==> src/rtl/ifetch_if.sv <==
// ifetch_if: bundles the instruction-memory read port, the decode-side
// delivery signals and the redirect/fault/status lines of the fetch unit.
// master = fetch unit side, slave = memory/decode/PC-logic side.
interface ifetch_if;
  logic [31:0] imem_addr;
  logic [31:0] imem_data;
  logic        stall;
  logic        redirect;
  logic [31:0] redirect_pc;
  logic [31:0] instr;
  logic [31:0] instr_pc;
  logic        instr_valid;
  logic        fault;
  logic [31:0] fault_pc;
  logic [31:0] fetch_count;

  modport master (
    output imem_addr,
    input  imem_data,
    input  stall,
    input  redirect,
    input  redirect_pc,
    output instr,
    output instr_pc,
    output instr_valid,
    output fault,
    output fault_pc,
    output fetch_count
  );

  modport slave (
    input  imem_addr,
    output imem_data,
    output stall,
    output redirect,
    output redirect_pc,
    input  instr,
    input  instr_pc,
    input  instr_valid,
    input  fault,
    input  fault_pc,
    input  fetch_count
  );
endinterface

==> src/rtl/ifetch.sv <==
// ifetch: instruction fetch unit driving a 1-cycle-latency instruction memory.
// rsp_pc_r tracks which address the word on imem_data belongs to; a stall
// simply re-reads that address, so no skid buffer is required.
// Optional feature: define IFETCH_ALIGN_CHECK_EN to fault on misaligned
// redirect/reset targets; otherwise those targets are forced word-aligned.
module ifetch #(
  parameter logic [31:0] RESET_PC   = 32'h0000_0000,
  parameter int unsigned IMEM_BYTES = 128
) (
  input logic      clk,
  input logic      rst,
  ifetch_if.master bus
);

  typedef enum logic [1:0] {
    BOOT  = 2'd0,
    RUN   = 2'd1,
    FAULT = 2'd2
  } state_t;

  localparam logic [31:0] LAST_WORD = 32'(IMEM_BYTES) - 32'd4;

  // Address is outside the memory (or misaligned when checking is enabled).
  function automatic logic addr_bad(input logic [31:0] addr);
    logic bad;
    bad = (addr > LAST_WORD);
`ifdef IFETCH_ALIGN_CHECK_EN
    bad = bad | (addr[1:0] != 2'b00);
`endif
    return bad;
  endfunction

  // Redirect/reset targets: passed through when alignment is checked,
  // otherwise the byte offset is dropped.
  function automatic logic [31:0] align_addr(input logic [31:0] addr);
`ifdef IFETCH_ALIGN_CHECK_EN
    return addr;
`else
    return {addr[31:2], 2'b00};
`endif
  endfunction

  state_t      state_r, state_nxt_s;
  logic [31:0] rsp_pc_r, rsp_pc_nxt_s;
  logic        rsp_valid_r, rsp_valid_nxt_s;
  logic [31:0] instr_r, instr_nxt_s;
  logic [31:0] instr_pc_r, instr_pc_nxt_s;
  logic        instr_valid_r, instr_valid_nxt_s;
  logic        fault_r, fault_nxt_s;
  logic [31:0] fault_pc_r, fault_pc_nxt_s;
  logic [31:0] fetch_count_r, fetch_count_nxt_s;
  logic [31:0] addr_s;
  logic [31:0] redir_tgt_s;
  logic        take_s;
  logic        squash_s;

  // Next-state, memory address and output-register next values.
  always_comb begin
    state_nxt_s       = state_r;
    rsp_pc_nxt_s      = rsp_pc_r;
    rsp_valid_nxt_s   = rsp_valid_r;
    fault_nxt_s       = fault_r;
    fault_pc_nxt_s    = fault_pc_r;
    addr_s            = rsp_pc_r;
    squash_s          = 1'b0;
    redir_tgt_s       = align_addr(bus.redirect_pc);
    take_s            = rsp_valid_r & ~bus.stall;

    case (state_r)
      BOOT: begin
        addr_s = align_addr(RESET_PC);
        if (addr_bad(addr_s)) begin
          state_nxt_s     = FAULT;
          fault_nxt_s     = 1'b1;
          fault_pc_nxt_s  = addr_s;
          rsp_valid_nxt_s = 1'b0;
          squash_s        = 1'b1;
        end else begin
          state_nxt_s     = RUN;
          rsp_pc_nxt_s    = addr_s;
          rsp_valid_nxt_s = 1'b1;
        end
      end
      RUN: begin
        if (bus.redirect) begin
          addr_s = redir_tgt_s;
        end else if (take_s) begin
          addr_s = rsp_pc_r + 32'd4;
        end else begin
          addr_s = rsp_pc_r;
        end
        rsp_pc_nxt_s = addr_s;
        if (addr_bad(addr_s)) begin
          state_nxt_s     = FAULT;
          fault_nxt_s     = 1'b1;
          fault_pc_nxt_s  = addr_s;
          rsp_valid_nxt_s = 1'b0;
          squash_s        = 1'b1;
        end else begin
          rsp_valid_nxt_s = 1'b1;
        end
      end
      FAULT: begin
        squash_s = 1'b1;
        if (bus.redirect) begin
          addr_s = redir_tgt_s;
          if (addr_bad(addr_s)) begin
            fault_pc_nxt_s = addr_s;
          end else begin
            state_nxt_s     = RUN;
            rsp_pc_nxt_s    = addr_s;
            rsp_valid_nxt_s = 1'b1;
            fault_nxt_s     = 1'b0;
          end
        end else begin
          addr_s = fault_pc_r;
        end
      end
      default: begin
        state_nxt_s     = BOOT;
        rsp_valid_nxt_s = 1'b0;
        squash_s        = 1'b1;
      end
    endcase

    // Delivery to decode: redirect/fault squash first, then load, else hold.
    instr_nxt_s       = instr_r;
    instr_pc_nxt_s    = instr_pc_r;
    instr_valid_nxt_s = instr_valid_r;
    if (bus.redirect || squash_s) begin
      instr_valid_nxt_s = 1'b0;
    end else if (!bus.stall) begin
      instr_nxt_s       = bus.imem_data;
      instr_pc_nxt_s    = rsp_pc_r;
      instr_valid_nxt_s = rsp_valid_r;
    end else begin
      instr_valid_nxt_s = instr_valid_r;
    end

    if (instr_valid_nxt_s && !(bus.stall && !bus.redirect && !squash_s)) begin
      fetch_count_nxt_s = fetch_count_r + 32'd1;
    end else begin
      fetch_count_nxt_s = fetch_count_r;
    end
  end

  // State and output registers with synchronous reset.
  always_ff @(posedge clk) begin
    if (rst) begin
      state_r       <= BOOT;
      rsp_pc_r      <= 32'h0000_0000;
      rsp_valid_r   <= 1'b0;
      instr_r       <= 32'h0000_0000;
      instr_pc_r    <= 32'h0000_0000;
      instr_valid_r <= 1'b0;
      fault_r       <= 1'b0;
      fault_pc_r    <= 32'h0000_0000;
      fetch_count_r <= 32'h0000_0000;
    end else begin
      state_r       <= state_nxt_s;
      rsp_pc_r      <= rsp_pc_nxt_s;
      rsp_valid_r   <= rsp_valid_nxt_s;
      instr_r       <= instr_nxt_s;
      instr_pc_r    <= instr_pc_nxt_s;
      instr_valid_r <= instr_valid_nxt_s;
      fault_r       <= fault_nxt_s;
      fault_pc_r    <= fault_pc_nxt_s;
      fetch_count_r <= fetch_count_nxt_s;
    end
  end

  assign bus.imem_addr   = addr_s;
  assign bus.instr       = instr_r;
  assign bus.instr_pc    = instr_pc_r;
  assign bus.instr_valid = instr_valid_r;
  assign bus.fault       = fault_r;
  assign bus.fault_pc    = fault_pc_r;
  assign bus.fetch_count = fetch_count_r;

endmodule

==> src/flat_wrapper.sv <==
// flat-port wrapper written by rule: the top's interface ports become plain ports
module ifetch_flat 
#(
  parameter logic [31:0] RESET_PC   = 32'h0000_0000,
  parameter int unsigned IMEM_BYTES = 128
)
  (clk, rst, bus_imem_addr, bus_imem_data, bus_stall, bus_redirect, bus_redirect_pc, bus_instr, bus_instr_pc, bus_instr_valid, bus_fault, bus_fault_pc, bus_fetch_count);
  ifetch_if bus_i ();
  input logic clk;
  input logic rst;
  output wire logic [$bits(bus_i.imem_addr)-1:0] bus_imem_addr;
  input wire logic [$bits(bus_i.imem_data)-1:0] bus_imem_data;
  input wire logic [$bits(bus_i.stall)-1:0] bus_stall;
  input wire logic [$bits(bus_i.redirect)-1:0] bus_redirect;
  input wire logic [$bits(bus_i.redirect_pc)-1:0] bus_redirect_pc;
  output wire logic [$bits(bus_i.instr)-1:0] bus_instr;
  output wire logic [$bits(bus_i.instr_pc)-1:0] bus_instr_pc;
  output wire logic [$bits(bus_i.instr_valid)-1:0] bus_instr_valid;
  output wire logic [$bits(bus_i.fault)-1:0] bus_fault;
  output wire logic [$bits(bus_i.fault_pc)-1:0] bus_fault_pc;
  output wire logic [$bits(bus_i.fetch_count)-1:0] bus_fetch_count;
  assign bus_imem_addr = bus_i.imem_addr;
  assign bus_i.imem_data = bus_imem_data;
  assign bus_i.stall = bus_stall;
  assign bus_i.redirect = bus_redirect;
  assign bus_i.redirect_pc = bus_redirect_pc;
  assign bus_instr = bus_i.instr;
  assign bus_instr_pc = bus_i.instr_pc;
  assign bus_instr_valid = bus_i.instr_valid;
  assign bus_fault = bus_i.fault;
  assign bus_fault_pc = bus_i.fault_pc;
  assign bus_fetch_count = bus_i.fetch_count;
  ifetch #(.RESET_PC(RESET_PC), .IMEM_BYTES(IMEM_BYTES)) u_core (.clk(clk), .rst(rst), .bus(bus_i));
endmodule
==> config.mk <==
export PLATFORM = sky130hd
export DESIGN_NAME = ifetch_flat
export DESIGN_NICKNAME = d
export VERILOG_FILES = /design/src/rtl/ifetch_if.sv /design/src/rtl/ifetch.sv /design/src/flat_wrapper.sv
export SDC_FILE = /design/constraint.sdc
export NUM_CORES = 1
export LEC_CHECK = 0
export BUFFER_PORTS_ARGS = -buffer_cell sky130_fd_sc_hd__buf_2
export CAP_MARGIN = 20
export CORE_MARGIN = 1.5
export CORE_UTILIZATION = 51
export CTS_BUF_LIST = sky130_fd_sc_hd__clkbuf_4
export DETAILED_ROUTE_END_ITERATION = 8
export GPL_TIMING_DRIVEN = 1
export MAX_ROUTING_LAYER = met4
export PLACE_DENSITY = 0.78
export SETUP_SLACK_MARGIN = 0.2
export SYNTH_ARGS = -nofsm -noshare
export SYNTH_HDL_FRONTEND = slang
export SYNTH_SLANG_ARGS = --single-unit
==> constraint.sdc <==
create_clock -name clk -period 3.2 [get_ports clk]
set_input_delay 0.48 -clock clk [delete_from_list [all_inputs] [get_ports clk]]
set_output_delay 0.48 -clock clk [all_outputs]
set_load 0.02 [all_outputs]
; ---- After elaboration in Yosys (flattened, before gate mapping)
; Index checks and enable logic that the tools add are counted.
[classes]
add_sub_neg = 2
multipliers = 0
div_mod_pow = 0
n_lt_le_gt_ge = 2
eq_ne = 6
n_shift = 0
mux = 28
bitwise_logic = 3
reduce_logical = 16
[op_table]
columns = op, n
row1 = $mux 32, 9
row2 = $pmux 32 s3, 2
row3 = $gt 32x7->1 const B, 2
row4 = $pmux 32 s2, 1
row5 = $add 32x1->32 const B, 1
row6 = $add 32x3->32 const B, 1
row7 = $mux 1, 9
row8 = $reduce_and 4->1, 2
row9 = $mux 2, 3
row10 = $pmux 2 s3, 1
row11 = $reduce_and 3->1, 2
row12 = $ne 2x1->1 const B, 2
row13 = $ne 2x2->1 const B, 2
row14 = $pmux 1 s2, 2
row15 = $reduce_and 2->1, 2
row16 = $logic_and 1x1->1, 3
row17 = $logic_not 1->1, 3
row18 = $pmux 1 s3, 1
row19 = $reduce_bool 3->1, 1
row20 = $eq 2x1->1 const B, 1
row21 = $eq 2x2->1 const B, 1
row22 = $logic_not 2->1, 1
row23 = $not 1->1, 2
row24 = $reduce_bool 2->1, 1
row25 = 2 further kinds, 2
[totals]
register_bits = 165
latch_bits = 0
ramBits = 0
romBits = 0
input_bits = 68
output_inout_bits = 162
elab_cells = 66
memories = 0

; ---- Depth between registers and ports, before layout
[depth]
ltp_word = 12
ltp_mapped = 13
ltp_nobuf = 10

; ---- Worst setup path before layout
; Ideal clock, no wire load.
[synth_path]
path_type = input-to-reg
startpoint = in bus_stall
endpoint = reg u_core.fetch_count_r[31], in the netlist u_core.bus.fetch_count[31]
setup_ns = 0.121
arrival_time_ns = 3.358
required_ns = 3.079
path_slack_ns = -0.279
cell_stages = 11
cell_sequence = nand4b_2 > or4_1 > buf_2 > o21ai_1 > a31oi_1 > or4_4 > nor3_4 > a22oi_4 > buf_2 > nor4b_1 > mux2_2
[synth_between]
elab_chain_cells = 12
elab_cells_between_ends = 16
cone_classes = order compare: 1 / mux: 7 / bitwise: 2 / reduce/logical: 6
[synth_rtl]
columns = item, line
row1 = from (decl), flat_wrapper.sv:13  ; input wire logic [$bits(bus_i.stall)-1:0] bus_stall;
row2 = $not 1->1 (no line), n/a
row3 = $and 1x1->1, ifetch.sv:67  ; take_s = rsp_valid_r & ~bus.stall;
row4 = $mux 32, ifetch.sv:87  ; end else if (take_s) begin
row5 = $mux 32, ifetch.sv:85  ; if (bus.redirect) begin
row6 = $mux 32, ifetch.sv:69  ; case (state_r)
row7 = $gt 32x7->1, ifetch.sv:26  ; bad = (addr > LAST_WORD);
row8 = $mux 1, ifetch.sv:93  ; if (addr_bad(addr_s)) begin
row9 = $pmux 1 s2, ifetch.sv:69
row10 = $logic_not 1->1, ifetch.sv:140  ; if (instr_valid_nxt_s && !(bus.stall && !bus.redirect && !squash_s)) begin
row11 = $logic_and 1x1->1, ifetch.sv:140
row12 = $logic_not 1->1, ifetch.sv:140
row13 = $logic_and 1x1->1 *, ifetch.sv:140
row14 = to (signal assigned), ifetch.sv:168  ; fetch_count_r <= fetch_count_nxt_s;
row15 = to (decl), ifetch.sv:51  ; logic [31:0] fetch_count_r, fetch_count_nxt_s;
; Mark *: on every way between the ends. The rest lies on a longest branch, timed or not. The select of a mux whose other input is x is not followed.
; A chain may end at the register's enable or synchronous reset.

; ---- Final worst setup path
[layout_path]
startpoint = reg u_core.rsp_pc_r[7]
endpoint = out bus_imem_addr[23]
[layout_between]
elab_chain_cells = 5
[layout_rtl]
columns = item, line
row1 = from (decl), ifetch.sv:44  ; logic [31:0] rsp_pc_r, rsp_pc_nxt_s;
row2 = from (signal assigned), ifetch.sv:161  ; rsp_pc_r <= rsp_pc_nxt_s;
row3 = $add 32x3->32, ifetch.sv:88  ; addr_s = rsp_pc_r + 32'd4;
row4 = $mux 32, ifetch.sv:87
row5 = $mux 32, ifetch.sv:85
row6 = $mux 32, ifetch.sv:69
row7 = $pmux 32 s3, ifetch.sv:69
row8 = to (decl), flat_wrapper.sv:11  ; output wire logic [$bits(bus_i.imem_addr)-1:0] bus_imem_addr;
; No other way between the ends. The select of a mux whose other input is x is not followed.

==> report_table.html <==
<table>
<tr><th>Metric</th><th>Value</th></tr>
<tr><th colspan="2">Status</th></tr>
<tr><td>Failing checks</td><td>negative setup slack</td></tr>
<tr><td>Run status</td><td>finished, violations left</td></tr>
<tr><th colspan="2">Drt</th></tr>
<tr><td>Number of vias after detailed routing</td><td>around 11000</td></tr>
<tr><td>DRC</td><td>0</td></tr>
<tr><td>Total routed wirelength</td><td>around 38000 microns</td></tr>
<tr><td>Length of the first detailed-routing pass in iterations</td><td>6</td></tr>
<tr><td>Wire per inst</td><td>20.7 microns</td></tr>
<tr><td>Post-route ant nets</td><td>0</td></tr>
<tr><td>Starting DRT DRC Count</td><td>1601</td></tr>
<tr><td>Via-to-Cell Ratio</td><td>roughly 6.2</td></tr>
<tr><th colspan="2">Yosys</th></tr>
<tr><td>Post-synthesis sequential area ratio</td><td>0.337</td></tr>
<tr><td>Average size of a mapped cell</td><td>7.93 sq um</td></tr>
<tr><td>Flip-flop cell with the highest count after synthesis</td><td>dfxtp_1</td></tr>
<tr><td>Adder and majority gate portion of the synthesized area</td><td>0.00766</td></tr>
<tr><td>Simple-gate area share of the yosys netlist</td><td>0.282</td></tr>
<tr><td>Multiplexer share of the synthesized area</td><td>0.124</td></tr>
<tr><td>Share of the synthesized area in the top cell type</td><td>0.337</td></tr>
<tr><td>Library cell with the highest instance count after synthesis</td><td>dfxtp_1</td></tr>
<tr><td>Ranking of synthesized cells by area</td><td>dfxtp_1 34%, mux2i_1 9.8%, nand2b_1 8.7%</td></tr>
<tr><td>Synthesized Nets</td><td>1311</td></tr>
<tr><td>Largest area contributor in the netlist</td><td>dfxtp_1</td></tr>
<tr><td>Share of synthesized registers carrying an async set or reset</td><td>0</td></tr>
<tr><td>Summed instance area of the synthesized netlist</td><td>just under 10000 sq um</td></tr>
<tr><td>Post-synth EDFFs</td><td>0</td></tr>
<tr><td>Compound-cell area share of the yosys netlist</td><td>0.172</td></tr>
<tr><td>Post-Synthesis Cells</td><td>1237</td></tr>
<tr><td>Combinational family with the most area after synthesis</td><td>simple AND/OR/NAND/NOR gates</td></tr>
<tr><td>Flops &amp; latches, synth</td><td>165</td></tr>
<tr><td>Top cells by count, synth</td><td>165 x dfxtp_1, 137 x nand2b_1, 128 x nand2_1</td></tr>
<tr><td>Xor-xnor portion of the synthesized cell area</td><td>0.0134</td></tr>
<tr><td>Unique masters post-synth</td><td>58</td></tr>
<tr><td>Yosys synthesis warning count</td><td>0</td></tr>
<tr><th colspan="2">Global route</th></tr>
<tr><td>Grt ovf</td><td>0</td></tr>
<tr><td>Largest net degree at the start of global routing</td><td>108</td></tr>
<tr><td>Antenna violations before repair</td><td>1</td></tr>
<tr><td>Vias in the first global route</td><td>9615</td></tr>
<tr><td>First-pass GRT wire length</td><td>51500 microns</td></tr>
<tr><td>Total global-route track usage</td><td>0.337</td></tr>
<tr><th colspan="2">Setup path</th></tr>
<tr><td>Largest driver fanout on the critical path</td><td>5</td></tr>
<tr><td>Type of element capturing the critical path</td><td>output pin</td></tr>
<tr><td>Required time of the critical path</td><td>2.72 ns</td></tr>
<tr><td>CP startpoint kind</td><td>flop</td></tr>
<tr><td>Worst setup path class</td><td>flop to output pin</td></tr>
<tr><td>Worst path arrival time</td><td>3.27 ns</td></tr>
<tr><th colspan="2">Clocking</th></tr>
<tr><td>Worst skew pair latency</td><td>about 0.62 ns</td></tr>
<tr><td>Number of buffers created by CTS</td><td>17</td></tr>
<tr><td>Hold-fix buffer count after cts</td><td>0</td></tr>
<tr><td>Clock transition time at the flip-flop clock pins of the worst setup and hold paths</td><td>0.16 ns</td></tr>
<tr><td>CTS Buffer Depth</td><td>2</td></tr>
<tr><td>Total number of H-tree levels</td><td>4</td></tr>
<tr><td>Clock tree from TritonCTS</td><td>yes</td></tr>
<tr><td>Clk sinks</td><td>between 150 and 200</td></tr>
<tr><td>CTS root buf</td><td>clkbuf_4</td></tr>
<tr><th colspan="2">Timing</th></tr>
<tr><td>Final-report hold violation count</td><td>0</td></tr>
<tr><td>Peak Freq</td><td>~0.27 GHz</td></tr>
<tr><td>Post-route fraction of the period consumed by the critical path</td><td>1.17</td></tr>
<tr><td>Worst clock skew</td><td>0.0287 ns</td></tr>
<tr><td>Number of failing setup endpoints in the final timing report</td><td>about 150</td></tr>
<tr><td>Post-layout min period</td><td>3.75 ns</td></tr>
<tr><td>Fin. max-slew vios</td><td>0</td></tr>
<tr><td>Setup repair after global routing missed its margin</td><td>true</td></tr>
<tr><td>Final WS setup</td><td>-0.551 ns</td></tr>
<tr><td>Worst Tran Pin Value</td><td>0.743 ns</td></tr>
<tr><td>Max-Slew Margin vs Limit</td><td>0.500</td></tr>
<tr><th colspan="2">Final layout</th></tr>
<tr><td>Area delta synth-&gt;final</td><td>46.4%</td></tr>
<tr><td>Multi-input gate area</td><td>6770 sq um</td></tr>
<tr><td>Post-route cell area</td><td>14400 sq um</td></tr>
<tr><td>Post-route non-filler standard cell count</td><td>1838</td></tr>
<tr><td>Register area</td><td>3330 sq um</td></tr>
<tr><td>Share of layout cells above drive strength 1</td><td>0.406</td></tr>
<tr><td>Number of nets in the layout</td><td>1664</td></tr>
<tr><td>Filler cell count in the final layout</td><td>between 1000 and 1500</td></tr>
<tr><th colspan="2">Floorplanning</th></tr>
<tr><td>Floorplan die area</td><td>20100 sq um</td></tr>
<tr><td>Area inside the core boundary</td><td>18800 sq um</td></tr>
<tr><td>DIE HEIGHT</td><td>around 140 microns</td></tr>
<tr><td>Initial Utilization</td><td>0.523</td></tr>
<tr><td>Count of pins on the block boundary</td><td>230</td></tr>
<tr><td>Floorplan row count</td><td>50</td></tr>
<tr><td>Overall die width</td><td>142 microns</td></tr>
<tr><th colspan="2">Placement</th></tr>
<tr><td>Worst slack after detailed placement</td><td>-0.429 ns</td></tr>
<tr><td>Half-perimeter wire length after detailed placement</td><td>22800 microns</td></tr>
<tr><td>Instance area at placement</td><td>12000 sq um</td></tr>
<tr><td>Input/output buffers</td><td>227</td></tr>
<tr><td>Number of placed instances, taps included</td><td>1728</td></tr>
<tr><td>Final weighted congestion in routability-driven placement</td><td>1.04</td></tr>
<tr><th colspan="2">Pwr</th></tr>
<tr><td>Total power</td><td>7810 uW</td></tr>
<tr><td>LEAKAGE</td><td>0.00603 uW</td></tr>
<tr><td>Worst voltage drop across the vdd grid</td><td>322 uV</td></tr>
<tr><td>Total power per unit cell area</td><td>544 nW/um^2</td></tr>
<tr><th colspan="2">Job</th></tr>
<tr><td>Max capacitance violation total</td><td>0</td></tr>
<tr><th colspan="2">Min path</th></tr>
<tr><td>Worst hold path class</td><td>input port to flop</td></tr>
</table>
==> final timing paths <==
| kind | start | end | slack (ns) | cells past startpoint |
|---|---|---|---|---|
| setup / recovery | u_core.rsp_pc_r[7] | bus_imem_addr[23] | -0.55 | 9 |
| hold / removal | bus_imem_data[14] | u_core.bus.instr[14] | 0.09 | 3 |
| setup reg to reg | u_core.rsp_pc_r[7] | u_core.bus.fetch_count[21] | -0.50 | 12 |
| hold reg to reg | u_core.bus.instr[14] | u_core.bus.instr[14] | 0.48 | 2 |
==> what timing repair did <==
item | CTS | global route
resized for setup | 91 | 168
buffers inserted | 21 | 41
pin swaps | 34 | 56
setup endpoints to repair | 160 | 161
gates cloned | 9 | 6
==> state kept, by name, indices dropped and copies added, names as in the netlist <==
| signal | cells |
|---|---|
| u_core.bus.fault | 1 |
| u_core.bus.fault_pc | 32 |
| u_core.bus.fetch_count | 32 |
| u_core.bus.instr | 32 |
| u_core.bus.instr_pc | 32 |
| u_core.bus.instr_valid | 1 |
| u_core.rsp_pc_r | 32 |
| u_core.rsp_valid_r | 1 |
| u_core.state_r | 2 |
==> routing by layer <==
layer,GRT usage,vias to the layer above,wire [microns],share of wire
li1,-,5100,-,-
met1,0.450,5277,14800,0.39
met2,0.508,789,16900,0.44
met3,0.0685,225,4350,0.11
met4,0.115,0,2120,0.056
met5,-,-,0,0
==> critical path: stages (launching register included) <==
cell	delay, ns
dfxtp_4	0.40
nand4_1	0.24
or4_4	0.67
buf_6	0.17
o21ai_1	0.21
a31oi_2	0.16
buf_4	0.19
a221oi_1	0.33
a21oi_1	0.12
buf_2	0.18
==> cell type report <==
cell class / count / share of cell area
multi-input combinational: 922 / 0.471
timing repair buffer: 440 / 0.243
sequential: 165 / 0.232
tap: 234 / 0.0204
clock inverter: 15 / 0.0129
inverter: 44 / 0.0118
clock buffer: 17 / 0.00889
antenna: 1 / 0.000174
==> power breakdown <==
part           total, uW  internal (uW)  switching (uW)
clock network       1380            497             882
registers           2420           2250             169
logic               4020           1850            2170
total               7810           4590            3220
==> cells by family (layout without fill, tap and decap cells) <==
kind of cell / Yosys count / in the layout
compound gates: 266 / 266
mux: 119 / 119
fa+ha+maj: 6 / 6
simple gates: 516 / 516
buf+inv: 150 / 516
other cells: 0 / 1
xor+xnor: 15 / 15
flops: 165 / 165
==> per-stage QoR <==
step           utilization  TNS (ns)  hold slack (ns)
2_1_floorplan            -     -3.21            0.467
3_3_place_gp         0.641    -46.62            0.455
3_5_place_dp         0.641    -49.45            0.458
4_1_cts              0.697    -36.35           0.0847
5_1_grt              0.765    -64.05           0.0659
6_report             0.765    -57.77           0.0901
==> cells in the final DEF (no fill, tap or decap), drive strengths merged, types with 10 or more instances in the layout <==
cell / netlist / routed
a22o: 15 / 15
nand2b: 137 / 137
o31ai: 28 / 28
and2: 12 / 12
and3: 10 / 10
nand3: 44 / 44
xnor2: 13 / 13
nor2: 74 / 74
nand2: 128 / 128
a31oi: 10 / 10
a21oi: 85 / 85
mux2i: 96 / 96
nand4: 19 / 19
a211oi: 23 / 23
buf: 29 / 435
inv: 44 / 50
nor4: 20 / 20
o21ai: 59 / 59
or4: 31 / 31
a221oi: 17 / 17
clkbuf: 77 / 22
mux2: 23 / 23
dfxtp: 165 / 165
Power figures use the tool's default switching activity.
